### config.mk
export PLATFORM = sky130hd
export DESIGN_NAME = shift_agc_flat
export DESIGN_NICKNAME = d
export VERILOG_FILES = /design/src/rtl/shift_agc_pkg.sv /design/src/rtl/shift_agc_if.sv /design/src/rtl/shift_agc_var_shift_sat.sv /design/src/rtl/shift_agc.sv /design/src/flat_wrapper.sv
export SDC_FILE = /design/constraint.sdc
export NUM_CORES = 1
export LEC_CHECK = 0
export ABC_AREA = 1
export CORE_MARGIN = 2
export CORE_UTILIZATION = 45
export DETAILED_ROUTE_END_ITERATION = 10
export GPL_TIMING_DRIVEN = 0
export PLACE_DENSITY = 0.69
export RECOVER_POWER = 50
export SLEW_MARGIN = 10
export SYNTH_ARGS = -nofsm -noshare
export SYNTH_HDL_FRONTEND = slang
export SYNTH_SLANG_ARGS = --single-unit
### constraint.sdc
create_clock -name clk -period 6.6 [get_ports clk]
set_clock_uncertainty 0.05 [all_clocks]
set_input_delay 0.66 -clock clk [delete_from_list [all_inputs] [get_ports clk]]
set_output_delay 0.66 -clock clk [all_outputs]
set_load 0.02 [all_outputs]
### src/rtl/shift_agc_pkg.sv
// Shared types and helpers for the shift_agc runtime-scaling controller.
package shift_agc_pkg;

    // Controller states: IDLE freezes the shift, RUN gathers window statistics
    typedef enum logic {
        IDLE = 1'b0,
        RUN  = 1'b1
    } state_t;

    // Largest value representable in a signed sample of the given width
    function automatic longint sat_max(input int width);
        return (longint'(1) <<< (width - 1)) - longint'(1);
    endfunction

    // Smallest value representable in a signed sample of the given width
    function automatic longint sat_min(input int width);
        return -(longint'(1) <<< (width - 1));
    endfunction

    // Headroom band: results inside this range could take one more left shift
    function automatic longint half_max(input int width);
        return sat_max(width - 1);
    endfunction

    function automatic longint half_min(input int width);
        return sat_min(width - 1);
    endfunction

    // Clamp a requested shift into the allowed range
    function automatic int clamp_shift(input int value, input int lo, input int hi);
        if (value < lo) begin
            return lo;
        end
        if (value > hi) begin
            return hi;
        end
        return value;
    endfunction

endpackage

### src/rtl/shift_agc_if.sv
// Sample stream, control and status bundle of the shift_agc block.
interface shift_agc_if #(
    parameter int DATA_WIDTH  = 16,
    parameter int SHIFT_WIDTH = 5
);
    logic signed [DATA_WIDTH-1:0]  din;
    logic                          din_valid;
    logic                          enable;
    logic                          shift_load;
    logic signed [SHIFT_WIDTH-1:0] shift_load_value;
    logic signed [DATA_WIDTH-1:0]  dout;
    logic                          dout_valid;
    logic [1:0]                    warning;
    logic signed [SHIFT_WIDTH-1:0] shift_out;
    logic                          shift_update;

    modport master (
        output din, din_valid, enable, shift_load, shift_load_value,
        input  dout, dout_valid, warning, shift_out, shift_update
    );

    modport slave (
        input  din, din_valid, enable, shift_load, shift_load_value,
        output dout, dout_valid, warning, shift_out, shift_update
    );
endinterface

### src/rtl/shift_agc_var_shift_sat.sv
// Registered variable arithmetic shift with saturation and overflow flags.
// The combinational sat_now/beyond_half flags describe the sample being
// captured on the coming edge so the controller can count it in the same cycle.
module var_shift_sat
    import shift_agc_pkg::*;
#(
    parameter int DATA_WIDTH  = 16,
    parameter int SHIFT_WIDTH = 5
) (
    input  logic                          clk,
    input  logic                          rst,
    input  logic signed [DATA_WIDTH-1:0]  din,
    input  logic                          din_valid,
    input  logic signed [SHIFT_WIDTH-1:0] shift,
    output logic                          sat_now,
    output logic                          beyond_half,
    output logic signed [DATA_WIDTH-1:0]  dout,
    output logic                          dout_valid,
    output logic [1:0]                    warning
);

    // Wide enough for the largest left shift the shift field can express
    localparam int EXT = DATA_WIDTH + 2 ** (SHIFT_WIDTH - 1) + 1;

    localparam logic signed [EXT-1:0] SAT_HI  = EXT'(sat_max(DATA_WIDTH));
    localparam logic signed [EXT-1:0] SAT_LO  = EXT'(sat_min(DATA_WIDTH));
    localparam logic signed [EXT-1:0] HALF_HI = EXT'(half_max(DATA_WIDTH));
    localparam logic signed [EXT-1:0] HALF_LO = EXT'(half_min(DATA_WIDTH));

    logic signed [EXT-1:0]        wide;
    logic signed [EXT-1:0]        shifted;
    logic [SHIFT_WIDTH-1:0]       shift_mag;
    logic                         pos_sat;
    logic                         neg_sat;
    logic signed [DATA_WIDTH-1:0] sat_val;

    // Full-precision shift, then clamp to the sample range and flag overflow
    always_comb begin
        wide      = EXT'(din);
        shift_mag = shift[SHIFT_WIDTH-1] ? $unsigned(-shift) : $unsigned(shift);
        if (shift[SHIFT_WIDTH-1]) begin
            shifted = wide >>> shift_mag;
        end else begin
            shifted = wide <<< shift_mag;
        end
        pos_sat     = shifted > SAT_HI;
        neg_sat     = shifted < SAT_LO;
        sat_now     = pos_sat || neg_sat;
        beyond_half = (shifted > HALF_HI) || (shifted < HALF_LO);
        if (pos_sat) begin
            sat_val = DATA_WIDTH'(SAT_HI);
        end else if (neg_sat) begin
            sat_val = DATA_WIDTH'(SAT_LO);
        end else begin
            sat_val = shifted[DATA_WIDTH-1:0];
        end
    end

    // One-cycle output register for the scaled sample and its flags
    always_ff @(posedge clk or posedge rst) begin
        if (rst) begin
            dout       <= '0;
            dout_valid <= 1'b0;
            warning    <= 2'b00;
        end else begin
            dout       <= sat_val;
            dout_valid <= din_valid;
            warning    <= {neg_sat, pos_sat};
        end
    end

endmodule

### src/rtl/shift_agc.sv
// Automatic gain control for the DSP shift path: gathers overflow and headroom
// statistics over fixed windows of valid samples and nudges the shift by one
// step per window; a software load overrides the shift at any time.
module shift_agc
    import shift_agc_pkg::*;
#(
    parameter int DATA_WIDTH  = 16,
    parameter int SHIFT_WIDTH = 5,
    parameter int SHIFT_MIN   = -7,
    parameter int SHIFT_MAX   = 7,
    parameter int INIT_SHIFT  = 0,
    parameter int WINDOW_LOG2 = 10,
    parameter int OVF_THRESH  = 4
) (
    input logic       clk,
    input logic       rst,
    shift_agc_if.slave bus
);

    localparam int OCW = (OVF_THRESH < 1) ? 1 : $clog2(OVF_THRESH + 1);

    localparam logic [OCW-1:0]                OVF_LIMIT  = OCW'(OVF_THRESH);
    localparam logic signed [SHIFT_WIDTH-1:0] SHIFT_LO   = SHIFT_WIDTH'(SHIFT_MIN);
    localparam logic signed [SHIFT_WIDTH-1:0] SHIFT_HI   = SHIFT_WIDTH'(SHIFT_MAX);
    localparam logic signed [SHIFT_WIDTH-1:0] SHIFT_INIT = SHIFT_WIDTH'(INIT_SHIFT);
    localparam logic signed [SHIFT_WIDTH-1:0] ONE        = SHIFT_WIDTH'(1);

    state_t                        state;
    state_t                        next_state;
    logic signed [SHIFT_WIDTH-1:0] shift_reg;
    logic                          shift_update_q;
    logic [WINDOW_LOG2-1:0]        win_cnt;
    logic [OCW-1:0]                ovf_cnt;
    logic                          headroom;

    logic                          sat_now;
    logic                          beyond_half;
    logic                          active;
    logic                          sample;
    logic                          win_last;
    logic [OCW-1:0]                ovf_next;
    logic                          head_next;
    logic                          do_dec;
    logic                          do_inc;
    logic signed [SHIFT_WIDTH-1:0] load_clamped;

    var_shift_sat #(
        .DATA_WIDTH (DATA_WIDTH),
        .SHIFT_WIDTH(SHIFT_WIDTH)
    ) u_shift (
        .clk        (clk),
        .rst        (rst),
        .din        (bus.din),
        .din_valid  (bus.din_valid),
        .shift      (shift_reg),
        .sat_now    (sat_now),
        .beyond_half(beyond_half),
        .dout       (bus.dout),
        .dout_valid (bus.dout_valid),
        .warning    (bus.warning)
    );

    assign bus.shift_out    = shift_reg;
    assign bus.shift_update = shift_update_q;

    // State register
    always_ff @(posedge clk or posedge rst) begin
        if (rst) begin
            state <= IDLE;
        end else begin
            state <= next_state;
        end
    end

    // Next state follows enable; leaving RUN drops the partial window
    always_comb begin
        next_state = state;
        case (state)
            IDLE:    if (bus.enable)  next_state = RUN;
            RUN:     if (!bus.enable) next_state = IDLE;
            default: next_state = IDLE;
        endcase
    end

    // Window statistics including the sample on this edge, and the decision
    always_comb begin
        active   = (state == RUN) && bus.enable;
        sample   = active && bus.din_valid;
        win_last = sample && (win_cnt == '1);
        ovf_next = ovf_cnt;
        if (sample && sat_now && (ovf_cnt != '1)) begin
            ovf_next = ovf_cnt + 1'b1;
        end
        head_next    = headroom && !(sample && beyond_half);
        do_dec       = win_last && (ovf_next >= OVF_LIMIT) && (shift_reg > SHIFT_LO);
        do_inc       = win_last && !do_dec && head_next && (shift_reg < SHIFT_HI);
        load_clamped = SHIFT_WIDTH'(clamp_shift(int'(bus.shift_load_value), SHIFT_MIN, SHIFT_MAX));
    end

    // Shift register, update pulse and window counters; a load beats the decision
    always_ff @(posedge clk or posedge rst) begin
        if (rst) begin
            shift_reg      <= SHIFT_INIT;
            shift_update_q <= 1'b0;
            win_cnt        <= '0;
            ovf_cnt        <= '0;
            headroom       <= 1'b1;
        end else begin
            shift_update_q <= 1'b0;
            if (bus.shift_load) begin
                shift_reg <= load_clamped;
                win_cnt   <= '0;
                ovf_cnt   <= '0;
                headroom  <= 1'b1;
            end else if (!active) begin
                win_cnt  <= '0;
                ovf_cnt  <= '0;
                headroom <= 1'b1;
            end else if (win_last) begin
                win_cnt  <= '0;
                ovf_cnt  <= '0;
                headroom <= 1'b1;
                if (do_dec) begin
                    shift_reg      <= shift_reg - ONE;
                    shift_update_q <= 1'b1;
                end else if (do_inc) begin
                    shift_reg      <= shift_reg + ONE;
                    shift_update_q <= 1'b1;
                end
            end else if (sample) begin
                win_cnt  <= win_cnt + 1'b1;
                ovf_cnt  <= ovf_next;
                headroom <= head_next;
            end
        end
    end

endmodule

### src/flat_wrapper.sv
// flat-port wrapper written by rule: the top's interface ports become plain ports
module shift_agc_flat import shift_agc_pkg::*;
#(
    parameter int DATA_WIDTH  = 16,
    parameter int SHIFT_WIDTH = 5,
    parameter int SHIFT_MIN   = -7,
    parameter int SHIFT_MAX   = 7,
    parameter int INIT_SHIFT  = 0,
    parameter int WINDOW_LOG2 = 10,
    parameter int OVF_THRESH  = 4
)
  (clk, rst, bus_din, bus_din_valid, bus_enable, bus_shift_load, bus_shift_load_value, bus_dout, bus_dout_valid, bus_warning, bus_shift_out, bus_shift_update);
  shift_agc_if #(.DATA_WIDTH(DATA_WIDTH), .SHIFT_WIDTH(SHIFT_WIDTH)) bus_i ();
  input logic clk;
  input logic rst;
  input wire logic [$bits(bus_i.din)-1:0] bus_din;
  input wire logic [$bits(bus_i.din_valid)-1:0] bus_din_valid;
  input wire logic [$bits(bus_i.enable)-1:0] bus_enable;
  input wire logic [$bits(bus_i.shift_load)-1:0] bus_shift_load;
  input wire logic [$bits(bus_i.shift_load_value)-1:0] bus_shift_load_value;
  output wire logic [$bits(bus_i.dout)-1:0] bus_dout;
  output wire logic [$bits(bus_i.dout_valid)-1:0] bus_dout_valid;
  output wire logic [$bits(bus_i.warning)-1:0] bus_warning;
  output wire logic [$bits(bus_i.shift_out)-1:0] bus_shift_out;
  output wire logic [$bits(bus_i.shift_update)-1:0] bus_shift_update;
  assign bus_i.din = bus_din;
  assign bus_i.din_valid = bus_din_valid;
  assign bus_i.enable = bus_enable;
  assign bus_i.shift_load = bus_shift_load;
  assign bus_i.shift_load_value = bus_shift_load_value;
  assign bus_dout = bus_i.dout;
  assign bus_dout_valid = bus_i.dout_valid;
  assign bus_warning = bus_i.warning;
  assign bus_shift_out = bus_i.shift_out;
  assign bus_shift_update = bus_i.shift_update;
  shift_agc #(.DATA_WIDTH(DATA_WIDTH), .SHIFT_WIDTH(SHIFT_WIDTH), .SHIFT_MIN(SHIFT_MIN), .SHIFT_MAX(SHIFT_MAX), .INIT_SHIFT(INIT_SHIFT), .WINDOW_LOG2(WINDOW_LOG2), .OVF_THRESH(OVF_THRESH)) u_core (.clk(clk), .rst(rst), .bus(bus_i));
endmodule
# ---- Yosys cells after proc, flatten, opt, wreduce, memory -nomap -nowiden
# Cells that the tools add are included.
dict set report word_totals {
  reg_bits 40
  latchBits 0
  ramBits 0
  mem_bits_ro 0
  input_bits 26
  out_inout_bits 25
  elab_cells 83
  memories 0
}
dict set report op_classes {
  addsub 5
  mul 0
  n_div 0
  order_cmp 9
  n_eq_ne 3
  shift 2
  muxes 35
  n_bitwise 0
  reduce_logical 20
}
# op count
set ops {}
lappend ops {{2-to-1 mux 5 bit} 10}
lappend ops {{2-to-1 mux 10 bit} 4}
lappend ops {{greater-than comparator 33 x 15 -> 1 bit, second input constant} 1}
lappend ops {{greater-than comparator 33 x 16 -> 1 bit, second input constant} 1}
lappend ops {{less-than comparator 33 x 15 -> 1 bit, second input constant} 1}
lappend ops {{less-than comparator 33 x 16 -> 1 bit, second input constant} 1}
lappend ops {{2-to-1 mux 33 bit} 1}
lappend ops {{<<< shifter 16 x 5 -> 33 bit} 1}
lappend ops {{>>> shifter 16 x 5 -> 33 bit} 1}
lappend ops {{2-to-1 mux 16 bit} 2}
lappend ops {{2-to-1 mux 3 bit} 5}
lappend ops {{2-to-1 mux 1 bit} 13}
lappend ops {{logical AND 1 bit} 12}
lappend ops {{adder 10 x 1 -> 10 bit, second input constant} 1}
lappend ops {{equality test 10 bit, second input constant} 1}
lappend ops {{greater-than comparator 5 x 4 -> 1 bit, second input constant} 2}
lappend ops {{less-than comparator 5 x 4 -> 1 bit, second input constant} 2}
lappend ops {{adder 5 x 2 -> 5 bit, second input constant} 1}
lappend ops {{negator 5 bit} 1}
lappend ops {{subtractor 5 x 2 -> 5 bit, second input constant} 1}
lappend ops {{!= test 4 bit, second input constant} 1}
lappend ops {{nonzero test 2 bit} 2}
lappend ops {{adder 3 x 1 -> 3 bit, second input constant} 1}
lappend ops {{>= comparator 3 bit, second input constant} 1}
lappend ops {{5 further kinds} 7}

# ---- Longest topological paths before layout
dict set report depth {
  word_depth 21
  mapped_depth 32
  depth_no_buf 29
}

# ---- Cells and area by module
# From an unflattened synthesis, not the netlist that was laid out.
dict set report hier_totals {
  hier_cells 748
  area_unflattened_um2 4302.9
}
# mod n_inst cells_each area_each_um2 seq_area_each_um2
set modules_own_cells {}
lappend modules_own_cells {var_shift_sat 1 577 2917.8 475.5}
lappend modules_own_cells {shift_agc 1 171 1385.1 526.8}

# ---- Least setup slack after synthesis
# No wires, ideal clock.
dict set report synth_path {
  kind {reg2reg}
  from {reg u_core.shift_reg[0] (netlist: u_core.bus.shift_out[0])}
  to {reg u_core.shift_reg[3] (netlist: u_core.bus.shift_out[3])}
  setup_ps 77
  arrival_time_ps 3695
  required_ps 6473
  setup_slack_ps 2779
  path_stages_with_launch 31
  n_path_buf 3
  period_less_slack_ps 3821
  cell_sequence {dfrtp_1 -> buf_4 -> inv_2 -> buf_4 -> ha_1 -> nand2_1 -> nand2_4 -> buf_6 -> nand2_1 -> nand2_1 -> nand2_1 -> nand3_1 -> nand2_1 -> nor2_1 -> nand2_1 -> nor2_2 -> nand2_1 -> nand2_2 -> nand2_4 -> nand2_4 -> nand2_4 -> nand3_4 -> inv_1 -> ha_1 -> nand2_1 -> nor2_1 -> a211oi_1 -> or2_2 -> a31oi_1 -> nand2_1 -> o21ai_1}
}
dict set report synth_between {
  elab_chain_cells 18
  word_cells_on_any_way 35
  classes_between {3 x add/sub; 7 x order compare; 2 x shift; 8 x mux; 15 x reduce/logical}
}
# item line_no
set synth_rtl {}
lappend synth_rtl {{start: declaration} shift_agc.sv:30} ;# logic signed [SHIFT_WIDTH-1:0] shift_reg;
lappend synth_rtl {{start signal: assignment} shift_agc.sv:111} ;# shift_reg <= load_clamped;
lappend synth_rtl {{start signal: assignment} shift_agc.sv:124} ;# shift_reg <= shift_reg - ONE;
lappend synth_rtl {{start signal: assignment} shift_agc.sv:127} ;# shift_reg <= shift_reg + ONE;
lappend synth_rtl {{negator 5 bit} shift_agc_var_shift_sat.sv:40} ;# shift_mag = shift[SHIFT_WIDTH-1] ? $unsigned(-shift) : $unsigned(shift);
lappend synth_rtl {{2-to-1 mux 5 bit} shift_agc_var_shift_sat.sv:40}
lappend synth_rtl {{<<< shifter 16 x 5 -> 33 bit / >>> shifter 16 x 5 -> 33 bit (equally long branches)} {shift_agc_var_shift_sat.sv:44, shift_agc_var_shift_sat.sv:42}}
lappend synth_rtl {{2-to-1 mux 33 bit} shift_agc_var_shift_sat.sv:41} ;# if (shift[SHIFT_WIDTH-1]) begin
lappend synth_rtl {{greater-than comparator 33 x 16 -> 1 bit / less-than comparator 33 x 16 -> 1 bit (equally long branches)} {shift_agc_var_shift_sat.sv:46, shift_agc_var_shift_sat.sv:47}}
lappend synth_rtl {{logical OR 1 bit} shift_agc_var_shift_sat.sv:48} ;# sat_now = pos_sat || neg_sat;
lappend synth_rtl {{logical AND 1 bit (2 in series)} shift_agc.sv:91} ;# if (sample && sat_now && (ovf_cnt != '1)) begin
lappend synth_rtl {{2-to-1 mux 3 bit} shift_agc.sv:91}
lappend synth_rtl {{>= comparator 3 bit} shift_agc.sv:95} ;# do_dec = win_last && (ovf_next >= OVF_LIMIT) && (shift_reg > SHIFT_LO);
lappend synth_rtl {{logical AND 1 bit (2 in series)} shift_agc.sv:95}
lappend synth_rtl {{zero test 1 bit} shift_agc.sv:96} ;# do_inc = win_last && !do_dec && head_next && (shift_reg < SHIFT_HI);
lappend synth_rtl {{logical AND 1 bit (3 in series)} shift_agc.sv:96}
lappend synth_rtl {{nonzero test 3 bit (no source line)} --}
lappend synth_rtl {{AND reduction 3 bit (no source line)} --}
# Parallel ways exist; a longest one is shown, timed or not. The select of a mux whose other input is x is not followed.
# A chain may end at the register's enable or synchronous reset.

# ---- Worst setup path after layout
dict set report layout_path {
  from {reg u_core.shift_reg[0] (netlist: u_core.bus.shift_out[0])}
  to {reg u_core.shift_reg[4] (netlist: u_core.bus.shift_out[4])}
}
# Same word-level chain as after synthesis.

==> summary.txt <==
Outcome
  – Status: complete, no violations

Synthesis
  – Mapped Area: approximately 0.0038 mm^2
  – Ys flop type: dfrtp_1
  – Number of synthesized register bits: 40
  – Mapped Avg Cell Area: 6.14 um^2
  – Post-synth cell types: 44
  – Synth warnings: 0
  – Mapped Cells: approximately 620
  – Net Count, Synth: between 600 and 700
  – Asr flop ratio synth: 100%
  – Sequential share of the synthesized area: around a quarter
  – Post-synth EDFFs: 0

Clock tree
  – Root Buffer: clkbuf_8
  – Post-CTS Resized: 0
  – H-tree depth: 2
  – Post-CTS Setup Inserts: 0
  – Hold-fix buffers, CTS: 0
  – Sink Count: 40
  – CTS tree: built
  – Clk_lat worst skew: roughly 0.3 ns
  – Inserted Clock Buffers: 5
  – Max clock buf depth: 2
  – Clk pin slew, worst setup/hold paths: ~0.08 ns

Die
  – Die Y: roughly 96 um
  – I/O pin cnt: 51
  – Core area: between 0.008 and 0.009 mm^2
  – Initial Util: 46.2%
  – Chip width: about 96 um
  – Die area: between 0.009 and 0.01 mm^2
  – Number of cell rows: 33

Power
  – Clock group share of total power: between 10% and 20%
  – PD cells: roughly 270 mW/mm^2
  – Lkg Pwr: 2.24 nW
  – Psw: approximately 0.00056 W
  – P_int: roughly 0.00065 W
  – Combinational Power Share: a little under three fifths
  – Switch share: 46.2%
  – Sequential share of power: 24.5%
  – Worst-case vdd ir drop: between 100 and 150 uV

Worst setup path
  – Worst Setup EP: u_core.bus.shift_out[4]
  – CP arrival: approximately 4.5 ns
  – Crit Path Category: register to register
  – R2R setup slack: 2.29 ns
  – Origin of the critical flop-to-flop path: u_core.bus.shift_out[0]
  – Reg2reg path depth: 29
  – Crit path max-delay cell type: dfrtp_1
  – Worst setup EP type: register
  – Startpoint types: register
  – Largest stage delay, worst path: 0.44 ns
  – Reg2reg end: u_core.bus.shift_out[4]
  – Worst setup path start: u_core.bus.shift_out[0]
  – Worst-path maximum fanout: 10
  – CP required: a little under 7 ns
  – Most used cell, CP: nand2_1

STA
  – F_max: around 230 MHz
  – Fin. Hold Viols: 0
  – Least-Margin Pin Slew: around 1.3 ns
  – Tcrit/Tclk final: 65.4%
  – Final Max Slew Viols: 0
  – RSZ-0062 raised after global routing: no
  – Slew margin rel.: roughly 13%
  – Final min period: ~4.3 ns
  – TNS Setup: 0 ns
  – Final Setup Violations: 0

Global routing
  – GRT Util Overall: 25.2%
  – First-pass GRT wire length: ~18000 um
  – Largest net degree at the start of global routing: 24
  – Number of global-route vias before repair: slightly below 4000
  – Grt total ovfl: 0
  – Initial antenna violation count: 0

Final layout
  – Commonest non-fill, non-tap cell in the layout: nand2_1
  – Commonest cells after routing, fill and taps aside: nand2_1, inv_1, o21ai_0
  – Area growth, synth to finish: 20.2%
  – Fill cells: approximately 810
  – N_diodes: 0
  – Nets: 709
  – Share of layout cells above drive strength 1: under 10%
  – Design area: ~0.0045 mm^2

Drt
  – Vias/cell: between 5 and 6
  – Via count: roughly 4200
  – Routed Antenna Nets: 0
  – Initial DRC count: 380
  – DRC errors left: 0
  – Routed length per instance: 14.4 um
  – First-pass DRT Iterations: 5
  – WL final: about 11000 um

Placement
  – Final GP Congestion: just under 1
  – Area of placed instances: between 0.004 and 0.005 mm^2
  – Input/output buffers: 50
  – Post-detail-place hpwl: 8890 um

Min path
  – Hold/Removal Path Class: register to register

Flow run
  – Max cap viols: 0
-- through the flow --
stage          util [%]  hold WS (ns)  setup WS [ns]  power (W)  instances
2_1_floorplan         -         0.417           2.78   0.000763        615
3_3_place_gp       53.9         0.445           2.27   0.000971        770
3_5_place_dp       54.2         0.455           2.23   0.000972        771
4_1_cts            55.7         0.465           2.32    0.00120        779
5_1_grt            55.5         0.495           1.79    0.00129        779
6_report           55.5         0.471           2.29    0.00120        779
-- flip-flops by register name, summed over array words and instances, names as in the netlist --
signal,cells
u_core.u_shift.dout_valid,1
u_core.bus.shift_update,1
u_core.ovf_cnt,3
u_core.win_cnt,10
u_core.state,1
u_core.u_shift.dout,16
u_core.headroom,1
u_core.bus.shift_out,5
u_core.u_shift.warning,2
-- cell usage after synthesis, types with 2 or more instances --
| library cell | n | area share, % |
|---|---|---|
| a31oi_1 | 12 | 2.0 |
| dfrtp_1 | 39 | 26 |
| inv_2 | 5 | 0.50 |
| nor4_1 | 3 | 0.50 |
| o41ai_1 | 3 | 0.70 |
| nand2_1 | 226 | 22 |
| buf_2 | 5 | 0.66 |
| o22ai_1 | 5 | 0.83 |
| nand2_2 | 6 | 0.99 |
| buf_6 | 4 | 1.2 |
| a21oi_1 | 35 | 4.6 |
| nor2_2 | 2 | 0.33 |
| inv_1 | 63 | 6.3 |
| o21ai_1 | 6 | 0.80 |
| o21ai_0 | 49 | 6.5 |
| nand3_4 | 2 | 0.93 |
| nand2_4 | 5 | 1.5 |
| nand4_1 | 5 | 0.83 |
| xor2_1 | 4 | 0.93 |
| buf_4 | 8 | 1.6 |
| a221o_1 | 2 | 0.53 |
| or2_2 | 2 | 0.33 |
| a211oi_1 | 3 | 0.60 |
| ha_1 | 9 | 3.0 |
| o32ai_1 | 3 | 0.70 |
| nor2_1 | 45 | 4.5 |
| clkbuf_1 | 9 | 0.89 |
| nor3_1 | 4 | 0.53 |
| nand3_1 | 36 | 4.8 |
-- cell families after synthesis --
logic type,synth area share [%]
xor gates and xnor gates,1.16
buffers and inverters,11.1
and+or+nand+nor,38.7
AOI/OAI and AO/OA,19.0
adders and majority gates,3.51
DFF,26.5
-- metal layers --
layer	up-vias	track usage [%]	routed length, um
met5	-	0	0
met2	167	40.3	4980
met3	19	3.87	727
met4	0	5.48	161
li1	2131	-	-
met1	1913	35.8	5320
-- area by class of cell --
class,instances,area (um^2),area share (%)
buffer,26,164,3.61
clock buffer,7,96.3,2.12
clock inverter,1,30.0,0.662
inverter,68,255,5.62
multi-input combinational,481,2350,51.9
sequential,40,1000,22.1
tap,105,131,2.89
timing repair buffer,51,504,11.1
-- critical path, delay by kind of cell (launching register included) --
| family | cells | cell delay [ns] |
|---|---|---|
| AND/OR/NAND/NOR | 18 | 1.86 |
| buffers and inverters | 7 | 0.85 |
| adder cells (fa/ha/maj) | 2 | 0.74 |
| flip-flops | 1 | 0.44 |
| XOR/XNOR | 1 | 0.17 |
| AO/OA/AOI/OAI | 1 | 0.15 |
-- worst min-delay path by stage --
stage / start / to / depth (start not counted)
final: u_core.win_cnt[0] / u_core.win_cnt[0] / 1
after global routing: u_core.state / u_core.ovf_cnt[0] / 2
after CTS: u_core.win_cnt[0] / u_core.win_cnt[0] / 1
after detailed placement: u_core.win_cnt[0] / u_core.win_cnt[0] / 1
after global placement: u_core.win_cnt[0] / u_core.win_cnt[0] / 1
after floorplan: u_core.win_cnt[0] / u_core.win_cnt[0] / 1
-- power groups by stage --
| stage | Clock (W) | Combinational, W | Sequential [W] |
|---|---|---|---|
| after CTS | 0.000225 | 0.000675 | 0.000296 |
| after global routing | 0.000237 | 0.000758 | 0.000299 |
| final | 0.000223 | 0.000685 | 0.000295 |
| after detailed placement | 0 | 0.000671 | 0.000301 |
| after floorplan | 0 | 0.000427 | 0.000336 |
| after global placement | 0 | 0.000671 | 0.000300 |
(Power assumes the default switching activity.)
